## config.mk

```make
export PLATFORM = sky130hd
export DESIGN_NAME = comparador_secuencial_param_flat
export DESIGN_NICKNAME = d
export VERILOG_FILES = /design/src/rtl/comparador_secuencial_param_if.sv /design/src/rtl/comparador_secuencial_param.sv /design/src/flat_wrapper.sv
export SDC_FILE = /design/constraint.sdc
export NUM_CORES = 1
export LEC_CHECK = 0
export ABC_AREA = 1
export BUFFER_PORTS_ARGS = -buffer_cell sky130_fd_sc_hd__buf_4
export CELL_PAD_IN_SITES_DETAIL_PLACEMENT = 1
export CELL_PAD_IN_SITES_GLOBAL_PLACEMENT = 2
export CORE_MARGIN = 8
export CORE_UTILIZATION = 27
export DETAILED_ROUTE_END_ITERATION = 10
export GPL_TIMING_DRIVEN = 0
export PLACE_DENSITY = 0.79
export SYNTH_ARGS = -nofsm -noshare
export SYNTH_HDL_FRONTEND = slang
export SYNTH_SLANG_ARGS = --single-unit
```

## constraint.sdc

```tcl
create_clock -name reloj -period 1.5 [get_ports reloj]
set_clock_uncertainty 0.2 [all_clocks]
set_input_delay 0.15 -clock reloj [delete_from_list [all_inputs] [get_ports reloj]]
set_output_delay 0.15 -clock reloj [all_outputs]
set_load 0.05 [all_outputs]
```

## src/rtl/comparador_secuencial_param_if.sv

```systemverilog
// rtl/comparador_secuencial_param_if.sv - start/operand/result bundle for the chunked sequential comparator
interface comparador_secuencial_param_if #(
    parameter int ANCHO = 6
);
    logic             inicio;
    logic             consigno;
    logic [ANCHO-1:0] entrada_a;
    logic [ANCHO-1:0] entrada_b;
    logic             ocupado;
    logic             listo;
    logic             mayor;
    logic             igual;
    logic             menor;

    modport master (
        output inicio, consigno, entrada_a, entrada_b,
        input  ocupado, listo, mayor, igual, menor
    );

    modport slave (
        input  inicio, consigno, entrada_a, entrada_b,
        output ocupado, listo, mayor, igual, menor
    );
endinterface

```

## src/rtl/comparador_secuencial_param.sv

```systemverilog
// rtl/comparador_secuencial_param.sv - MSB-first comparator examining PASO bits per cycle with early exit
module comparador_secuencial_param #(
    parameter int ANCHO = 6,
    parameter int PASO  = 2
) (
    input  logic                          reloj,
    input  logic                          reset_n,
    comparador_secuencial_param_if.slave  bus
);
    localparam int N  = ANCHO / PASO;
    localparam int IW = (N > 1) ? $clog2(N) : 1;

    localparam logic [1:0] REPOSO  = 2'd0;
    localparam logic [1:0] COMPARA = 2'd1;
    localparam logic [1:0] FIN     = 2'd2;

    logic [1:0]       estado;
    logic [IW-1:0]    indice;
    logic [ANCHO-1:0] reg_a;
    logic [ANCHO-1:0] reg_b;
    logic             res_mayor;
    logic             res_igual;
    logic             res_menor;

    logic [ANCHO-1:0] mascara_signo;
    logic [PASO-1:0]  trozo_a;
    logic [PASO-1:0]  trozo_b;
    logic             ultimo;

    // Flipping the sign bit maps two's complement onto offset binary, so an
    // unsigned chunk compare then orders signed operands correctly.
    assign mascara_signo = {bus.consigno, {(ANCHO-1){1'b0}}};

    // Operands are shifted left after each equal chunk, so the chunk under
    // test always sits in the top PASO bits.
    assign trozo_a = reg_a[ANCHO-1 -: PASO];
    assign trozo_b = reg_b[ANCHO-1 -: PASO];
    assign ultimo  = (indice == IW'(N - 1));

    always_ff @(posedge reloj or negedge reset_n) begin
        if (!reset_n) begin
            estado    <= REPOSO;
            indice    <= '0;
            reg_a     <= '0;
            reg_b     <= '0;
            res_mayor <= 1'b0;
            res_igual <= 1'b0;
            res_menor <= 1'b0;
        end else begin
            case (estado)
                REPOSO: begin
                    if (bus.inicio) begin
                        reg_a  <= bus.entrada_a ^ mascara_signo;
                        reg_b  <= bus.entrada_b ^ mascara_signo;
                        indice <= '0;
                        estado <= COMPARA;
                    end
                end
                COMPARA: begin
                    if (trozo_a > trozo_b) begin
                        res_mayor <= 1'b1;
                        res_igual <= 1'b0;
                        res_menor <= 1'b0;
                        estado    <= FIN;
                    end else if (trozo_a < trozo_b) begin
                        res_mayor <= 1'b0;
                        res_igual <= 1'b0;
                        res_menor <= 1'b1;
                        estado    <= FIN;
                    end else if (ultimo) begin
                        res_mayor <= 1'b0;
                        res_igual <= 1'b1;
                        res_menor <= 1'b0;
                        estado    <= FIN;
                    end else begin
                        reg_a  <= reg_a << PASO;
                        reg_b  <= reg_b << PASO;
                        indice <= indice + IW'(1);
                    end
                end
                FIN: begin
                    estado <= REPOSO;
                end
                default: begin
                    estado <= REPOSO;
                end
            endcase
        end
    end

    assign bus.ocupado = (estado == COMPARA) || (estado == FIN);
    assign bus.listo   = (estado == FIN);
    assign bus.mayor   = res_mayor;
    assign bus.igual   = res_igual;
    assign bus.menor   = res_menor;
endmodule

```

## src/flat_wrapper.sv

```systemverilog
// flat-port wrapper written by rule: the top's interface ports become plain ports
module comparador_secuencial_param_flat 
#(
    parameter int ANCHO = 6,
    parameter int PASO  = 2
)
  (reloj, reset_n, bus_inicio, bus_consigno, bus_entrada_a, bus_entrada_b, bus_ocupado, bus_listo, bus_mayor, bus_igual, bus_menor);
  comparador_secuencial_param_if #(.ANCHO(ANCHO)) bus_i ();
  input  logic reloj;
  input  logic reset_n;
  input wire logic [$bits(bus_i.inicio)-1:0] bus_inicio;
  input wire logic [$bits(bus_i.consigno)-1:0] bus_consigno;
  input wire logic [$bits(bus_i.entrada_a)-1:0] bus_entrada_a;
  input wire logic [$bits(bus_i.entrada_b)-1:0] bus_entrada_b;
  output wire logic [$bits(bus_i.ocupado)-1:0] bus_ocupado;
  output wire logic [$bits(bus_i.listo)-1:0] bus_listo;
  output wire logic [$bits(bus_i.mayor)-1:0] bus_mayor;
  output wire logic [$bits(bus_i.igual)-1:0] bus_igual;
  output wire logic [$bits(bus_i.menor)-1:0] bus_menor;
  assign bus_i.inicio = bus_inicio;
  assign bus_i.consigno = bus_consigno;
  assign bus_i.entrada_a = bus_entrada_a;
  assign bus_i.entrada_b = bus_entrada_b;
  assign bus_ocupado = bus_i.ocupado;
  assign bus_listo = bus_i.listo;
  assign bus_mayor = bus_i.mayor;
  assign bus_igual = bus_i.igual;
  assign bus_menor = bus_i.menor;
  comparador_secuencial_param #(.ANCHO(ANCHO), .PASO(PASO)) u_core (.reloj(reloj), .reset_n(reset_n), .bus(bus_i));
endmodule
```

* Yosys cells after proc, flatten, opt, wreduce, memory -nomap -nowiden *
Index checks and enable logic that the tools add are counted.

word-level totals
  register bits after elaboration = 19
  output and inout port bits = 5

cells by class
  add/sub/neg operators = 1
  $lt $le $gt $ge = 2
  equality and inequality tests = 8
  mux-type cells = 28
  bitwise logic cells = 2
  reductions and logical operators = 7

operators with widths
  operator                                              number
  two-way mux 6 bit                                     8
  case mux 6 bit (2 select lines)                       2
  two-way mux 2 bit                                     8
  bitwise XOR 6 bit                                     2
  two-way mux 1 bit                                     8
  != test 2 bit (second input constant)                 4
  case mux 2 bit (2 select lines)                       2
  AND reduction 5 bit                                   1
  equality test 2 bit (second input constant)           2
  != test 4 x 1 -> 1 bit (second input constant)        1
  AND reduction 2 bit                                   2
  nonzero test 3 bit                                    1
  adder 2 x 1 -> 2 bit (second input constant)          1
  equality test 2 x 1 -> 1 bit (second input constant)  1
  greater-than comparator 2 bit                         1
  logical NOT 2 bit                                     1
  less-than comparator 2 bit                            1
  nonzero test 2 bit                                    1
  logical OR 1 bit                                      1

* Logic depth before layout (Yosys ltp) *
  depth after elaboration = 5
  mapped depth = 11

* Worst setup path after synthesis *
OpenSTA, ideal clock, no wires.

  kind = register to register
  start point = register u_core.reg_a[5]
  end point = register u_core.reg_a[0]
  setup time = 0.117 ns
  arrival = 1.305 ns
  data required time = 1.183 ns
  slack = -0.122 ns
  cell stages (with the launch flop) = 10
  buffers on the path = 1
  period minus slack after synthesis = 1.622 ns
  path through = dfrtp_1 -> ha_1 -> nand2_1 -> nor2_2 -> nand2_1 -> nand2_2 -> nand2_4 -> buf_6 -> nand2_1 -> nand2_1

between the ends
  cells in the longest elaborated chain, start to end = 3

ends and longest elaborated chain
  element                                                                      RTL line                                                              RTL
  from (decl)                                                                  comparador_secuencial_param.sv:19                                     logic [ANCHO-1:0] reg_a;
  from (signal assigned)                                                       comparador_secuencial_param.sv:53                                     reg_a <= bus.entrada_a ^ mascara_signo;
  from (signal assigned)                                                       comparador_secuencial_param.sv:76                                     reg_a <= reg_a << PASO;
  greater-than comparator 2 bit or less-than comparator 2 bit (tied branches)  comparador_secuencial_param.sv:60, comparador_secuencial_param.sv:65
  != test 2 bit (no line)                                                      n/a
  AND reduction 5 bit (no line) *                                              n/a

Mark *: on every way between the ends. The rest lies on a longest branch, timed or not.
A chain may end at the register's enable or synchronous reset.

* Worst setup path in the final report *
  start point = register u_core.reg_a[5]
  end point = register u_core.indice[0]

between the ends
  cells in the longest elaborated chain, start to end = 3

ends and longest elaborated chain
  element                                                                      RTL line                                                              RTL
  greater-than comparator 2 bit or less-than comparator 2 bit (tied branches)  comparador_secuencial_param.sv:60, comparador_secuencial_param.sv:65
  != test 2 bit (no line)                                                      n/a
  AND reduction 5 bit (no line) *                                              n/a
  to (signal assigned)                                                         comparador_secuencial_param.sv:78                                     indice <= indice + IW'(1);
  to (decl)                                                                    comparador_secuencial_param.sv:18                                     logic [IW-1:0] indice;

Marked as above.

==> results.md <==
- Yosys top cell by area: dfrtp_1
- DIE AREA: 0.00615 sq mm
- Share of cells above drive strength 1: 0.450
- Sinks on Clock Net: 19
- Logic gate share of total power: 0.724
- Clock power frac: 0.079
- Mapped Nets: around 160
- Mapped Area: about 0.0011 sq mm
- Most crowded layer after global routing: met2
- Largest net degree at the start of global routing: 20
- Type of origin of the critical path: flop
- Met1 Use GR: 0.125
- Final worst path period share: 1.13
- Initial antenna violation count: 0
- # diodes: 0
- Hold slack: approximately 15 ps
- Max-cap violations: 0
- Seq pwr share: 0.197
- Yosys cell types: 16
- Warnings from Yosys: 0
- Max Fanout on Critical Path: 5
- Row count: 22
- I/O pin cnt: 21
- GR Layer Usage met3: 0.0273
- RD Place Congestion: a little over 0.7
- Unrepaired setup endpoints after global routing: yes
- Pleak: 0.902 nW
- Synth cell count leaders: nand2_1 (65), dfrtp_1 (19), nand3_1 (15), inv_1 (9), ha_1 (7)
- Period minus WS final: 1700 ps
- Post-Synthesis Cells: 138
- Max-slew violations: 0
- Hpwl dp: 2080 um
- Clk Latency, worst-skew pair: roughly 260 ps
- Layout area overhead: 66.0%
- Status: finished with violations
- GR Util met2: 0.189
- Fin worst setup slack: -198 ps
- # port buffers: 20
- P_sw: 0.00207 W
- WP data arrival: 1640 ps
- Ys flop type: dfrtp_1
- Critical Path End Type: flop
- Remaining DRCs: 0
- Vias in the first global route: 1165
- Sw Share: 0.445
- Power density over cell area: approximately 2700 mW/mm^2
- Sum Neg Setup Slack: -2860 ps
- Final wirelength: ~3100 um
- Clock buffer depth: 2
- Yosys top cell area share: 0.452
- Die height: approximately 78 um
- Via count: between 1000 and 1500
- CTS tree: done
- Power Internal: about 0.0026 W
- Worst slew pin tran: between 200 and 300 ps
- Mapped Avg Cell Area: approximately 7.6 sq um
- CTS buffer count: 3
- Drt first-iter violations: 32
- #FFs+latches synth: 19
- Routed Antenna Nets: 0
- Die X: about 78 um
- Peak VDD IR: just over 0.001 V
- Total grt overflow: 0
- Most frequent cell after synthesis: nand2_1
- Asr flop ratio synth: 1.00
- Post-layout nets: around 220
- Max-slew headroom: 0.827
- First-pass GRT wire length: about 5400 um
- CTS root buffer: clkbuf_8
- Min-Delay Path Class: input pin to flop
- Critical path class: flop to flop
- Gr usage total: 0.108
- Post-synth EDFFs: 0
- Fillers: around 450
- Vias per inst: approximately 4.4
- Seq/Total Area, Yosys: 0.452
- Violated checks: setup timing
- Main area contributors after synthesis: dfrtp_1 (45%), nand2_1 (23%), ha_1 (8.3%)
- Number of failing hold endpoints at the final stage: 0
- Fmax: approximately 0.59 GHz
- Final setup fails: 19
- CTS clk-pin slew, worst paths: ~70 ps
- Initial core utilization: 0.283
- WL/cell: roughly 13 um
- Worst EP required: roughly 1500 ps
- Total core area: around 0.0037 sq mm
- DRT Pass-1 Iters: 4
- H-tree levels: 1
[timing repair]
action                                  in CTS  in global routing
buffers inserted                            14                  9
endpoints found under the setup margin      21                 21
pin swaps                                    8                 10
gates resized for setup                     24                 21
gates cloned                                 1                  0
hold endpoints to repair                    23                  0
hold buffers                                 6                  0
[stage by stage]
step / setup slack (ps) / instance area [sq um] / utilization / std cells / power [W]
detailed placement: -303 / 1290 / 0.346 / 206 / 0.00291
global placement: -273 / 1290 / 0.346 / 206 / 0.00282
floorplan: -101 / 1080 / - / 138 / 0.00238
CTS: -194 / 1620 / 0.435 / 230 / 0.00423
finish: -198 / 1750 / 0.470 / 239 / 0.00464
global route: -260 / 1750 / 0.470 / 239 / 0.00504
[critical path, stage by stage, from the launching register on]
cell	delay [ps]
dfrtp_1	410
ha_4	310
nand2_4	60
nor2_4	100
nand2_2	80
nand2_4	100
nand2_8	80
buf_8	140
nand2_2	50
nand2_1	60
[power groups by stage]
stage	sequential [W]	clock, W	combinational (W)
3_3_place_gp	0.000887	0	0.00193
4_1_cts	0.000897	0.000384	0.00295
5_1_grt	0.000947	0.000407	0.00368
2_1_floorplan	0.000980	0	0.00140
3_5_place_dp	0.000895	0	0.00201
6_report	0.000915	0.000366	0.00336
[routing by layer]
metal	vias to the layer above	wire length [um]
met3	4	119
li1	536	-
met2	17	1660
met5	-	0
met4	0	36
met1	491	1310
[state kept, by name, summed over array words and instances, names as in the netlist]
signal	cells
u_core.reg_a	6
u_core.reg_b	6
u_core.estado	2
u_core.indice	2
u_core.bus.igual	1
u_core.bus.mayor	1
u_core.bus.menor	1
[area by class of cell]
cell class                 instances  area (sq um)  area share
buffer                             4          38.8      0.0222
tap                               48          60.1      0.0344
timing repair buffer              50           433       0.248
multi-input combinational        104           657       0.376
sequential                        19           475       0.272
clock buffer                       4          45.0      0.0258
inverter                          10          37.5      0.0215
[cell families (layout without fill, tap and decap cells)]
logic type	Yosys count	after routing	synth area share
and+or+nand+nor	92	92	0.367
DFF	19	19	0.452
buffers and inverters	15	68	0.0701
adders and majority gates	7	7	0.0832
AOI/OAI and AO/OA	5	5	0.0274
[path summary, 6_finish.rpt]
kind,from,end,slack [ps],depth (start not counted)
worst min-delay path,bus_entrada_a[2],u_core.reg_a[2],20,5
max in group asynchronous,reset_n,u_core.reg_b[2],780,2
min in group asynchronous,reset_n,u_core.reg_b[1],110,2
worst max-delay path,u_core.reg_a[5],u_core.indice[0],-200,9
worst max register to register,u_core.reg_a[5],u_core.indice[0],-200,9
worst min register to register,u_core.reg_a[2],u_core.reg_a[2],280,2
[cell usage in the layout, fill, tap and decap left out]
| cell | n |
|---|---|
| nand2_1 | 48 |
| buf_4 | 40 |
| dfrtp_1 | 19 |
| nand2_2 | 15 |
| nand3_1 | 13 |
| inv_2 | 6 |
| dlygate4sd3_1 | 6 |
| ha_4 | 5 |
| inv_1 | 4 |
| nand4_1 | 4 |
| nor2_1 | 4 |
| nand2_4 | 3 |
| buf_8 | 3 |
| buf_6 | 3 |
| o21ai_0 | 3 |
| clkbuf_8 | 3 |
| nand3_2 | 2 |
| ha_1 | 2 |
| nor2_4 | 1 |
| nor2_2 | 1 |
| a21oi_4 | 1 |
| nand2_8 | 1 |
| buf_2 | 1 |
| o21ai_1 | 1 |
| clkbuf_1 | 1 |
| buf_16 | 1 |
Power figures use the tool's default switching activity.
